$ cat src/rtl/config_acc_pkg.sv
// Shared types and helpers for the precision-configurable accumulator.
package config_acc_pkg;

  typedef enum logic [1:0] {
    StIdle,
    StAccum,
    StDone
  } acc_state_e;

  localparam int unsigned DefAccW = 32;
  localparam int unsigned DefLenW = 8;
  // Widest accumulator the lane-split helper can produce.
  localparam int unsigned MaxAccW = 64;

  // Sign-extend a p-bit operand into one acc_w lane (full) or two acc_w/2 lanes (halved).
  // Bits at and above acc_w are returned as zero; callers truncate to their own width.
  function automatic logic [MaxAccW-1:0] lane_split(input logic [MaxAccW-1:0] op,
                                                    input int unsigned       p,
                                                    input int unsigned       acc_w,
                                                    input logic              halved);
    logic [MaxAccW-1:0] res;
    logic [5:0]         src;
    int unsigned        half_w;
    int unsigned        half_p;
    int unsigned        j;
    res    = '0;
    half_w = acc_w / 2;
    half_p = p / 2;
    for (int unsigned i = 0; i < MaxAccW; i++) begin
      src = '0;
      if (i < acc_w) begin
        if (!halved) begin
          src = (i < p) ? 6'(i) : 6'(p - 1);
        end else if (i < half_w) begin
          src = (i < half_p) ? 6'(i) : 6'(half_p - 1);
        end else begin
          j   = i - half_w;
          src = (j < half_p) ? 6'(half_p + j) : 6'(p - 1);
        end
        res[i] = op[src];
      end
    end
    return res;
  endfunction

endpackage

$ cat src/rtl/split_acc_adder.sv
// Accumulator adder whose carry between the two halves can be cut for dual-lane operation.
module split_acc_adder
  import config_acc_pkg::*;
#(
  parameter int unsigned ACC_W = DefAccW
) (
  input  logic [ACC_W-1:0] a,
  input  logic [ACC_W-1:0] b,
  input  logic             halved,
  output logic [ACC_W-1:0] sum
);

  localparam int unsigned HalfW = ACC_W / 2;

  logic [HalfW:0]       lo_sum;
  logic [ACC_W-HalfW-1:0] hi_sum;
  logic                 carry;

  // Low lane adds normally; its carry feeds the high lane only in full-precision mode.
  always_comb begin
    lo_sum = {1'b0, a[HalfW-1:0]} + {1'b0, b[HalfW-1:0]};
    carry  = lo_sum[HalfW] & ~halved;
    hi_sum = a[ACC_W-1:HalfW] + b[ACC_W-1:HalfW] + {{(ACC_W-HalfW-1){1'b0}}, carry};
    sum    = {hi_sum, lo_sum[HalfW-1:0]};
  end

endmodule

$ cat src/rtl/config_accumulator.sv
// Streaming block accumulator with full (one lane) or halved (two lane) precision.
module config_accumulator
  import config_acc_pkg::*;
#(
  parameter int unsigned P     = 8,
  parameter int unsigned ACC_W = DefAccW,
  parameter int unsigned LEN_W = DefLenW
) (
  input  logic             clk,
  input  logic             rst,
  input  logic             halved_precision,
  input  logic [LEN_W-1:0] len,
  input  logic [P-1:0]     in_data,
  input  logic             in_valid,
  output logic             in_ready,
  output logic [ACC_W-1:0] out_data,
  output logic             out_valid,
  input  logic             out_ready
);

  acc_state_e       state_q;
  logic [ACC_W-1:0] acc_q;
  logic [LEN_W-1:0] cnt_q;
  logic [LEN_W-1:0] target_q;
  logic             mode_q;
  logic             in_ready_q;
  logic             out_valid_q;
  logic [ACC_W-1:0] out_data_q;

  logic             ext_mode;
  logic [ACC_W-1:0] ext;
  logic [ACC_W-1:0] sum;
  logic [LEN_W-1:0] len_eff;
  logic [LEN_W-1:0] cnt_next;

  // Config is taken live on the first beat, from the latched copy afterwards.
  always_comb begin
    ext_mode = (state_q == StIdle) ? halved_precision : mode_q;
    ext      = ACC_W'(lane_split(MaxAccW'(in_data), P, ACC_W, ext_mode));
    len_eff  = (len == '0) ? LEN_W'(1) : len;
    cnt_next = cnt_q + LEN_W'(1);
  end

  split_acc_adder #(
    .ACC_W (ACC_W)
  ) u_adder (
    .a      (acc_q),
    .b      (ext),
    .halved (mode_q),
    .sum    (sum)
  );

  // Block FSM with beat counter and registered handshake outputs.
  always_ff @(posedge clk or posedge rst) begin
    if (rst) begin
      state_q     <= StIdle;
      acc_q       <= '0;
      cnt_q       <= '0;
      target_q    <= '0;
      mode_q      <= 1'b0;
      in_ready_q  <= 1'b1;
      out_valid_q <= 1'b0;
      out_data_q  <= '0;
    end else begin
      unique case (state_q)
        StIdle: begin
          if (in_valid) begin
            mode_q   <= halved_precision;
            target_q <= len_eff;
            acc_q    <= ext;
            cnt_q    <= LEN_W'(1);
            if (len_eff == LEN_W'(1)) begin
              state_q     <= StDone;
              in_ready_q  <= 1'b0;
              out_valid_q <= 1'b1;
              out_data_q  <= ext;
            end else begin
              state_q <= StAccum;
            end
          end
        end
        StAccum: begin
          if (in_valid) begin
            acc_q <= sum;
            cnt_q <= cnt_next;
            if (cnt_next == target_q) begin
              state_q     <= StDone;
              in_ready_q  <= 1'b0;
              out_valid_q <= 1'b1;
              out_data_q  <= sum;
            end
          end
        end
        StDone: begin
          if (out_ready) begin
            state_q     <= StIdle;
            acc_q       <= '0;
            cnt_q       <= '0;
            in_ready_q  <= 1'b1;
            out_valid_q <= 1'b0;
            out_data_q  <= '0;
          end
        end
        default: state_q <= StIdle;
      endcase
    end
  end

  assign in_ready  = in_ready_q;
  assign out_valid = out_valid_q;
  assign out_data  = out_data_q;

endmodule

$ cat config.mk
export PLATFORM = sky130hd
export DESIGN_NAME = config_accumulator
export DESIGN_NICKNAME = d
export VERILOG_FILES = /design/src/rtl/config_acc_pkg.sv /design/src/rtl/split_acc_adder.sv /design/src/rtl/config_accumulator.sv
export SDC_FILE = /design/constraint.sdc
export NUM_CORES = 1
export LEC_CHECK = 0
export BUFFER_PORTS_ARGS = -buffer_cell sky130_fd_sc_hd__buf_2
export CORE_MARGIN = 2
export CORE_UTILIZATION = 50
export CTS_CLUSTER_SIZE = 24
export DETAILED_ROUTE_END_ITERATION = 8
export PLACE_DENSITY_LB_ADDON = 0.2
export SLEW_MARGIN = 20
export SYNTH_ARGS = -nofsm -noshare
export SYNTH_HDL_FRONTEND = slang
export SYNTH_HIERARCHICAL = 1
export SYNTH_SLANG_ARGS = --single-unit
$ cat constraint.sdc
create_clock -name clk -period 6.95 [get_ports clk]
set_input_delay 1.0425 -clock clk [delete_from_list [all_inputs] [get_ports clk]]
set_output_delay 1.0425 -clock clk [all_outputs]
set_load 0.03 [all_outputs]
==> metrics.txt, run 1 <==
Critical Path RT 7230 ps; Async SR Flop Fraction 1.00; mux share of post-synthesis cell area 0.143; Ports 55; die area 12000 sq um; Initial DRT Pass Iterations 5; vias in the first global route 4263; synthesis-to-finish area growth 10.5%; Post-CTS Resized 0; H-tree levels 3; Synth Area in Compound Gates 0.172; Yosys warnings 6; Clock Sink Count 85; met1 Usage GRT 0.285; via/cell ratio 5.70; FILL cells 943; antenna viol nets, final 0; gr ovfl total 0; post-synthesis simple-gate area fraction 0.120; endpoints failing hold 0; HP Class reg -> reg; drt wl/cell 15.6 um; Cell Rows 38; gr busiest metal met2; die width 110 um; clock buffer depth 2; initial DRC count 229; Final Critical Period 5460 ps; final wirelength 11.7 mm; root buffer cell clkbuf_8; final number of max-transition violations 0; GRT Util Overall 0.214; gpl congestion 0.869; Critical Path AT 5740 ps; RSZ-0062 raised after global routing false; initial antenna violation count 0; cts bufs inserted 9; Core Util, Final 0.568; Worst Setup End Kind register; clock slew at reported path FFs 90 ps; die height 110 um; Final setup viols 0; synthesized area 5570 sq um; Post-Synth Adder-Cell Area 0.0871; main combinational cell family by area after synthesis compound AO/OA/AOI/OAI gates; clock skew 13.3 ps; Max Cap Violations 0; Yosys reg bits 85; proportion of layout cells with a drive suffix above 1 0.215; Worst-Skew Late Latency 380 ps; Final Cycle Share 0.786; largest net degree at the start of global routing 86; Core Region 10800 sq um; outcome completed; first-pass GRT wire length 19.9 mm; Final nets 663; number of setup buffers added after CTS 0; Slew @ Worst Pin 1020 ps; Fin Setup TNS 0 ps; Seq/Total Area, Yosys 0.382; CP Class reg -> reg; CP startpoint kind register; Initial Utilization 0.514; drt drc 0; maximum vdd drop 278 uV; CTS tree done; Post-Synth XOR/XNOR Area 0.0534; met3 GRT Util 0.0492; EDFF count, synth 0; cell leakage power 3.12 nW; CP max FO 9; met2 Resource Use GR 0.342; Slew HR 0.318; post-synthesis net count 619; port bufs 54; distinct cell type count after synthesis 61; DPL Wire Length 8.29 mm; via count 4273; Syn Inst Count 561; Pwr Density 562 nW/um^2; Ant. Diodes 0; Post-synth top flop dfrtp_1; achievable frequency 183 MHz; synthesized area per cell 9.93 sq um; hold_buf cts 0
## cell usage after synthesis (all sizes together), types with 7 or more instances
library cell,number,share of area
clkbuf,17,0.011
nor2,29,0.020
ha,34,0.076
mux2i,23,0.042
mux2,45,0.10
a21oi,45,0.041
nand2,45,0.030
xnor2,23,0.036
nand4,7,0.0079
buf,8,0.010
dfrtp,84,0.38
o21ai,38,0.034
nand3,12,0.012
inv,30,0.020
a21o,25,0.034
nor2b,8,0.0090
xor2,11,0.017
## final cells by class
class / instances / area (sq um) / share of cell area
clock buffers: 13 / 159 / 0.0258
repair buffers: 58 / 304 / 0.0494
multi-input cells: 421 / 3210 / 0.521
well taps: 140 / 175 / 0.0284
flip-flops and latches: 85 / 2130 / 0.346
inverters: 30 / 114 / 0.0185
clock inverters: 3 / 67.6 / 0.0110
## path summary, 6_finish.rpt
path,start,end,slack [ps],cells past startpoint
max in group asynchronous,rst,acc_q[2],5570,3
min in group asynchronous,rst,cnt_q[5],870,3
worst min-delay path,acc_q[0],acc_q[0],490,2
worst max register to register,state_q[1],acc_q[24],1490,22
worst max-delay path,state_q[1],acc_q[24],1490,22
worst min register to register,acc_q[0],acc_q[0],490,2
## through the flow
step | setup slack, ps | instance area (sq um) | hold slack, ps | instances | power, mW
6_report | 1490 | 6160 | 493 | 750 | 3.46
3_3_place_gp | 1430 | 5930 | 470 | 734 | 3.00
2_1_floorplan | 1870 | 5570 | 456 | 561 | 2.62
5_1_grt | 1150 | 6160 | 526 | 750 | 3.75
4_1_cts | 1540 | 6150 | 500 | 750 | 3.48
3_5_place_dp | 1230 | 5930 | 481 | 734 | 3.06
## layout by cell type, fill, tap and decap left out, types with 3 or more instances in the layout
master	instances
ha_1	34
a211oi_1	3
xnor2_1	23
nor3_1	6
nand2b_1	4
o21ai_0	38
xor2_1	11
nand2_1	45
buf_2	54
buf_4	3
inv_1	29
nor2_1	28
mux2_4	15
a31oi_1	3
and2_1	4
mux2_2	30
mux2i_1	22
and3_1	3
o31ai_1	4
or3_1	3
dfrtp_1	84
o21bai_1	5
fa_1	3
o41ai_1	5
nand4_1	7
clkbuf_8	11
a21oi_1	44
o21a_1	5
a21o_1	25
nand3_1	11
nor2b_1	8
## worst max-delay path, cell delays in order, from the launching register on
cell	delay [ps]
dfrtp_1	410
inv_1	90
ha_1	280
mux2i_2	550
nor2b_1	150
a21oi_1	210
inv_1	70
ha_1	330
a21o_1	220
a221oi_2	330
nand2b_2	200
a21oi_2	70
nand2_1	90
a311oi_1	100
fa_1	420
fa_1	420
a21oi_1	180
o21ai_0	130
a21oi_1	330
o21ai_0	170
xor2_1	170
a21o_1	170
mux2_2	250
## layer usage
layer / wire (um) / vias up
met5: 0 / -
met2: 5390 / 109
met1: 5530 / 2055
li1: - / 2098
met4: 167 / 0
met3: 651 / 11
## report_power, final
part	switching [mW]	total (mW)	internal, mW
Clock	0.186	0.408	0.223
Sequential	0.133	0.848	0.715
Combinational	1.26	2.21	0.946
Total	1.58	3.46	1.88
## state kept, by name, indices dropped and copies added (netlist names)
register / flops
mode_q: 1
out_data: 32
acc_q: 32
out_valid: 1
in_ready: 1
target_q: 8
state_q: 2
cnt_q: 8
## cells by family after synthesis
family / after synthesis
buf+inv: 55
simple gates: 133
compound gates: 149
xor+xnor: 34
fa+ha+maj: 37
flops: 85
mux: 68
Power figures use the tool's default switching activity.
==> run 2, diff against run 1 <==
- ABC_AREA: not set -> 1
- clock period: 6.95 -> 5.6 ns (I/O delays scaled with it)
==> run 2 against run 1 <==
  * The run now ends with DRC left
  * Synthesized area is 6.9% higher
  * Register-to-register slack got worse by 460 ps
  * Utilization increased by 0.45 points
  * Sequential cell count is the same
  * First-iteration DRC count up 41%
  * Critical path depth grew 5
  * Sequential power rose by 20%
  * Synthesized cell count grew 58%
  * Wire length increased by 20%
  * Hold slack lost 32 ps
  * Critical path type unchanged
  * Critical endpoint is now out_data[26]
  * Largest cell class unchanged
  * Highest routed layer unchanged
==> metrics.txt, run 2 <==
CP max FO 10 (was 9); largest net degree at the start of global routing 54 (was 86); most frequent cells in the layout 420 x nand2_1, 101 x inv_1, 84 x dfrtp_1 (was 84 x dfrtp_1, 54 x buf_2, 45 x nand2_1); H-tree levels 3 (unchanged); RSZ-0062 raised after global routing false (unchanged); GRT Util Overall 0.236 (was 0.214); most used cell, CP nand2_1 (was a21oi_1); first-pass GRT wire length 24.5 mm (was 19.9 mm); CTS tree done (unchanged); Worst Setup End Kind register (unchanged); Initial DRT Pass Iterations 7 (was 5); Yosys warnings 6 (unchanged); failing checks DRC; final wirelength 14.1 mm (was 11.7 mm); CP delay by family, top adder cells (was compound AO/OA/AOI/OAI gates); Post-CTS Resized 0 (unchanged); die width 113 um (was 110 um); final number of max-transition violations 0 (unchanged); initial DRC count 322 (was 229); number of setup buffers added after CTS 0 (unchanged); Ant. Diodes 0 (unchanged); Worst-Skew Late Latency 350 ps (was 380 ps); Pwr Density 655 nW/um^2 (was 562 nW/um^2); clock buffer depth 2 (unchanged); Final Cycle Share 0.816 (was 0.786); leading cell type in the layout, fill and taps excluded nand2_1 (was dfrtp_1); Max Cap Violations 0 (unchanged); Post-synth top flop dfrtp_1 (unchanged); via/cell ratio 5.02 (was 5.70); drt wl/cell 13.1 um (was 15.6 um); root buffer cell clkbuf_16 (was clkbuf_8); clock skew 5.17 ps (was 13.3 ps); met3 GRT Util 0.0359 (was 0.0492); Yosys reg bits 85 (unchanged); slowest stage delay, CP 470 ps (was 550 ps); gpl congestion 0.925 (was 0.869); Synth area leaders dfrtp_1 35%, nand2_1 26%, ha_1 7.1%, inv_1 6.4%, nand3_1 6.0% (was dfrtp_1 38%, ha_1 7.6%, mux2_2 6.1%, mux2_4 4.0%, a21oi_1 4.0%); CP startpoint kind register (unchanged); proportion of layout cells with a drive suffix above 1 0.115 (was 0.215); list of most frequent post-synthesis cells 420 x nand2_1, 102 x inv_1, 84 x dfrtp_1 (was 84 x dfrtp_1, 45 x nand2_1, 44 x a21oi_1); synthesized area 5960 sq um (was 5570 sq um); Fin Setup TNS 0 ps (unchanged); clock slew at reported path FFs 70 ps (was 90 ps); Core Region 11500 sq um (was 10800 sq um); Max stage delay cell, worst path o21ai_0 (was mux2i_2); synthesis-to-finish area growth 10.6% (was 10.5%); met1 Usage GRT 0.314 (was 0.285); most common cell in the netlist nand2_1 (was dfrtp_1); achievable frequency 219 MHz (was 183 MHz); antenna viol nets, final 0 (unchanged); Final setup viols 0 (unchanged); HP Class reg -> reg (unchanged); drt drc 1 (was 0); hold_buf cts 0 (unchanged); Cell Rows 39 (was 38); endpoints failing hold 0 (unchanged); Seq/Total Area, Yosys 0.357 (was 0.382); Initial Utilization 0.517 (was 0.514); Clock Sink Count 85 (unchanged); Async SR Flop Fraction 1.00 (unchanged); Final nets 989 (was 663); die height 113 um (was 110 um); synthesized area per cell 6.73 sq um (was 9.93 sq um); Slew @ Worst Pin 941 ps (was 1020 ps); Syn Inst Count 885 (was 561); EDFF count, synth 0 (unchanged); most area-hungry cell type in the Yosys netlist dfrtp_1 (unchanged); Slew HR 0.372 (was 0.318); DPL Wire Length 9.92 mm (was 8.29 mm); cell leakage power 3.95 nW (was 3.12 nW); Critical Path AT 4810 ps (was 5740 ps); initial antenna violation count 0 (unchanged); vias in the first global route 5247 (was 4263); Critical Path RT 5840 ps (was 7230 ps); gr busiest metal met2 (unchanged); met2 Resource Use GR 0.385 (was 0.342); Setup WS post-layout 1030 ps (was 1490 ps); CP Class reg -> reg (unchanged); Buf/Inv on CP 3 (was 2); maximum vdd drop 251 uV (was 278 uV); outcome complete, but fails checks (was completed); post-synthesis net count 943 (was 619); DP Worst Slack 919 ps (was 1230 ps); Ports 55 (unchanged); port bufs 54 (unchanged); via count 5414 (was 4273); distinct cell type count after synthesis 38 (was 61); cts bufs inserted 9 (unchanged); die area 12800 sq um (was 12000 sq um); gr ovfl total 0 (unchanged); top-area cell type share of the netlist area 0.353 (was 0.377); Final Critical Period 4570 ps (was 5460 ps)
==> run 2: cell types whose count changed in the layout (fill, tap and decap cells not counted), sizes merged, moves of 8 or more <==
cell,before,now
a21oi,45,20
a21o,25,1
xnor2,23,4
mux2i,23,0
mux2,45,1
o21ai,38,15
nor2b,8,0
nand2,45,432
a22o,0,10
nand3,12,74
inv,29,109
==> run 2: kinds of logic after synthesis <==
group,Yosys count,synth area share
simple gates,559,0.389
buf+inv,132,0.0909
flops,85,0.357
compound gates,54,0.0546
fa+ha+maj,37,0.0815
xor+xnor,17,0.0250
mux,1,0.00189
==> run 2: area by class of cell <==
cell class	instances	area [sq um]
clock buffers	9	225
multi-input cells	668	3290
fillers	1148	4920
inverters	108	407
clock inverters	7	57.6
well taps	143	179
flip-flops and latches	85	2130
repair buffers	59	308
==> run 2: per-layer routing <==
metal  share of wire  vias up  wire, um
li1                -     2852         -
met1            0.47     2430      6660
met2            0.46      108      6520
met3           0.045       24       637
met4           0.023        0       320
met5               0        -         0
==> run 2: where the power goes <==
| part | internal [mW] | switching, mW | total, mW |
|---|---|---|---|
| Sequential | 0.869 | 0.151 | 1.02 |
| Clock | 0.307 | 0.272 | 0.579 |
| Combinational | 0.870 | 1.85 | 2.72 |
==> run 2: final timing paths <==
kind                            start            to  slack [ps]  cells after the start
min                          in_ready      in_ready         460                      2
max reg2reg                state_q[0]  out_data[26]        1030                     27
min in group asynchronous         rst  out_data[17]         660                      2
max in group asynchronous         rst      in_ready        3960                      3
min reg2reg                  in_ready      in_ready         460                      2
max                        state_q[0]  out_data[26]        1030                     27
==> run 2: metrics by stage <==
| stage | util | hold WS (ps) | instance area (sq um) | power (mW) | cells |
|---|---|---|---|---|---|
| after CTS | 0.573 | 464 | 6590 | 4.33 | 1079 |
| after detailed placement | 0.548 | 454 | 6310 | 3.74 | 1063 |
| after global routing | 0.573 | 480 | 6590 | 4.77 | 1079 |
| final | 0.573 | 461 | 6590 | 4.32 | 1079 |
| after floorplan | - | 455 | 5960 | 3.15 | 885 |
| after global placement | 0.548 | 450 | 6310 | 3.70 | 1063 |
==> run 2: tightest hold or removal path: stages, from the launching register on <==
cell     delay, ps
dfstp_2        370
nand2_1         50
nand2_1         40
==> run 3, diff against run 2 <==
- clock period: 5.6 -> 4.31 ns (I/O delays scaled with it)
==> run 3 against run 2 <==
  * The run still ends with DRC left
  * Design area is 2.9% higher
  * Hold slack worse by 38 ps
  * Via count up 1.2%
  * Global-route usage about the same
  * Register-to-register slack worse by 680 ps
  * Die area did not move
  * Sequential power increased by 30%
  * Critical path depth stayed put
  * Non-clock buffer count grew 12
  * Wire length grew 0.52%
  * Clock power up 59%
  * Critical path type unchanged
==> metrics.txt, run 3 (synthesis results as in run 2) <==
cell leakage power 4.04 nW (was 3.95 nW); root buffer cell clkbuf_16 (unchanged); clock slew at reported path FFs 70 ps (about the same); HP Class in -> async (was reg -> reg); synthesis-to-finish area growth 13.8% (was 10.6%); Slew HR 0.497 (was 0.372); gr ovfl total 0 (unchanged); vias in the first global route 5150 (was 5247); CP delay by family, top adder cells (unchanged); port bufs 54 (unchanged); number of setup buffers added after CTS 0 (unchanged); outcome complete, but fails checks (unchanged); drt drc 1 (unchanged); antenna viol nets, final 0 (unchanged); final wirelength 14.2 mm (was 14.1 mm); die area 12800 sq um (unchanged); Core Region 11500 sq um (unchanged); GRT Util Overall 0.237 (was 0.236); gpl congestion 0.916 (was 0.925); CTS tree done (unchanged); Final Cycle Share 0.918 (was 0.816); Slew @ Worst Pin 754 ps (was 941 ps); clock buffer depth 2 (unchanged); Critical Path RT 4550 ps (was 5840 ps); cts bufs inserted 9 (unchanged); final hold slack 422 ps (was 461 ps); Final Critical Period 3960 ps (was 4570 ps); initial antenna violation count 0 (unchanged); Cell Rows 39 (unchanged); CP startpoint kind register (unchanged); slowest stage delay, CP 410 ps (was 470 ps); leading cell type in the layout, fill and taps excluded nand2_1 (unchanged); Worst Setup End Kind register (unchanged); final number of max-transition violations 0 (unchanged); first-pass GRT wire length 24.4 mm (was 24.5 mm); Final nets 1001 (was 989); most frequent cells in the layout 418 x nand2_1, 100 x inv_1, 84 x dfrtp_1 (was 420 x nand2_1, 101 x inv_1, 84 x dfrtp_1); Clock Sink Count 85 (unchanged); DPL Wire Length 10.0 mm (was 9.92 mm); Pwr Density 874 nW/um^2 (was 655 nW/um^2); CP max FO 5 (was 10); Final setup viols 0 (unchanged); Ant. Diodes 0 (unchanged); Ports 55 (unchanged); Critical Path AT 4200 ps (was 4810 ps); Worst-Skew Late Latency 360 ps (was 350 ps); Initial Utilization 0.517 (unchanged); Core Util, Final 0.589 (was 0.573); via count 5481 (was 5414); largest net degree at the start of global routing 62 (was 54); hold_buf cts 0 (unchanged); initial DRC count 343 (was 322); failing checks DRC (unchanged); Max stage delay cell, worst path fa_1 (was o21ai_0); most used cell, CP nand2_1 (unchanged); H-tree levels 3 (unchanged); drt wl/cell 13.0 um (was 13.1 um); die height 113 um (unchanged); achievable frequency 253 MHz (was 219 MHz); FILL cells 1144 (was 1148); CP Class reg -> reg (unchanged); die width 113 um (unchanged); proportion of layout cells with a drive suffix above 1 0.131 (was 0.115); via/cell ratio 5.02 (about the same); Initial DRT Pass Iterations 6 (was 7); Max Cap Violations 0 (unchanged); maximum vdd drop 368 uV (was 251 uV); endpoints failing hold 0 (unchanged); clock skew 7.34 ps (was 5.17 ps); Buf/Inv on CP 3 (unchanged)
[run 3: cell count changes in the layout (fill, tap and decap cells not counted), moves of 2 or more]
cell and delta:
bufinv_16 +3, buf_4 +12, nand2_1 -2, nand2_2 +2, clkinv_2 -2
[run 3: timing repair]
item | 4_1_cts | 5_1_grt
gates resized for setup | 1 | 8
endpoints found under the setup margin | 12 | 16
pin swaps | 0 | 0
[run 3: worst paths after layout]
check	startpoint	to	slack (ps)	cells after the start
min in group clk	out_data[18]	out_data[18]	460	2
min reg2reg	out_data[18]	out_data[18]	460	2
min	rst	target_q[0]	420	2
max reg2reg	state_q[1]	out_data[24]	350	27
max	state_q[1]	out_data[24]	350	27
max in group asynchronous	rst	acc_q[0]	3080	3
[run 3: metrics by stage]
stage | setup WS [ps] | total power [mW] | instance area (sq um) | TNS, ps | std cells
after global placement | 36.9 | 4.92 | 6400 | 0 | 1075
final | 352 | 5.93 | 6780 | 0 | 1091
after detailed placement | -59.7 | 4.96 | 6400 | -312 | 1075
after global routing | -21.0 | 6.52 | 6780 | -41.2 | 1091
after floorplan | 413 | 4.09 | 5960 | 0 | 885
after CTS | 46.6 | 5.92 | 6750 | 0 | 1091
[run 3: area by class of cell]
type	count	area (sq um)	share of cell area
multi-input combinational	668	3320	0.490
sequential	85	2130	0.314
inverter	108	408	0.0601
timing repair buffer	71	398	0.0587
clock buffer	11	243	0.0358
tap	143	179	0.0264
clock inverter	5	106	0.0157
[run 3: layer usage]
| layer | vias up | global-route usage | share of wire |
|---|---|---|---|
| met5 | - | 0 | 0 |
| li1 | 2878 | - | - |
| met4 | 0 | 0.105 | 0.025 |
| met3 | 25 | 0.0332 | 0.036 |
| met1 | 2473 | 0.314 | 0.47 |
| met2 | 105 | 0.387 | 0.47 |
[run 3: power breakdown]
part	total [mW]	leakage (nW)	switching [mW]	internal, mW
combinational	3.67	2.78	2.44	1.24
sequential	1.33	1.09	0.203	1.13
clock	0.918	0.166	0.334	0.584
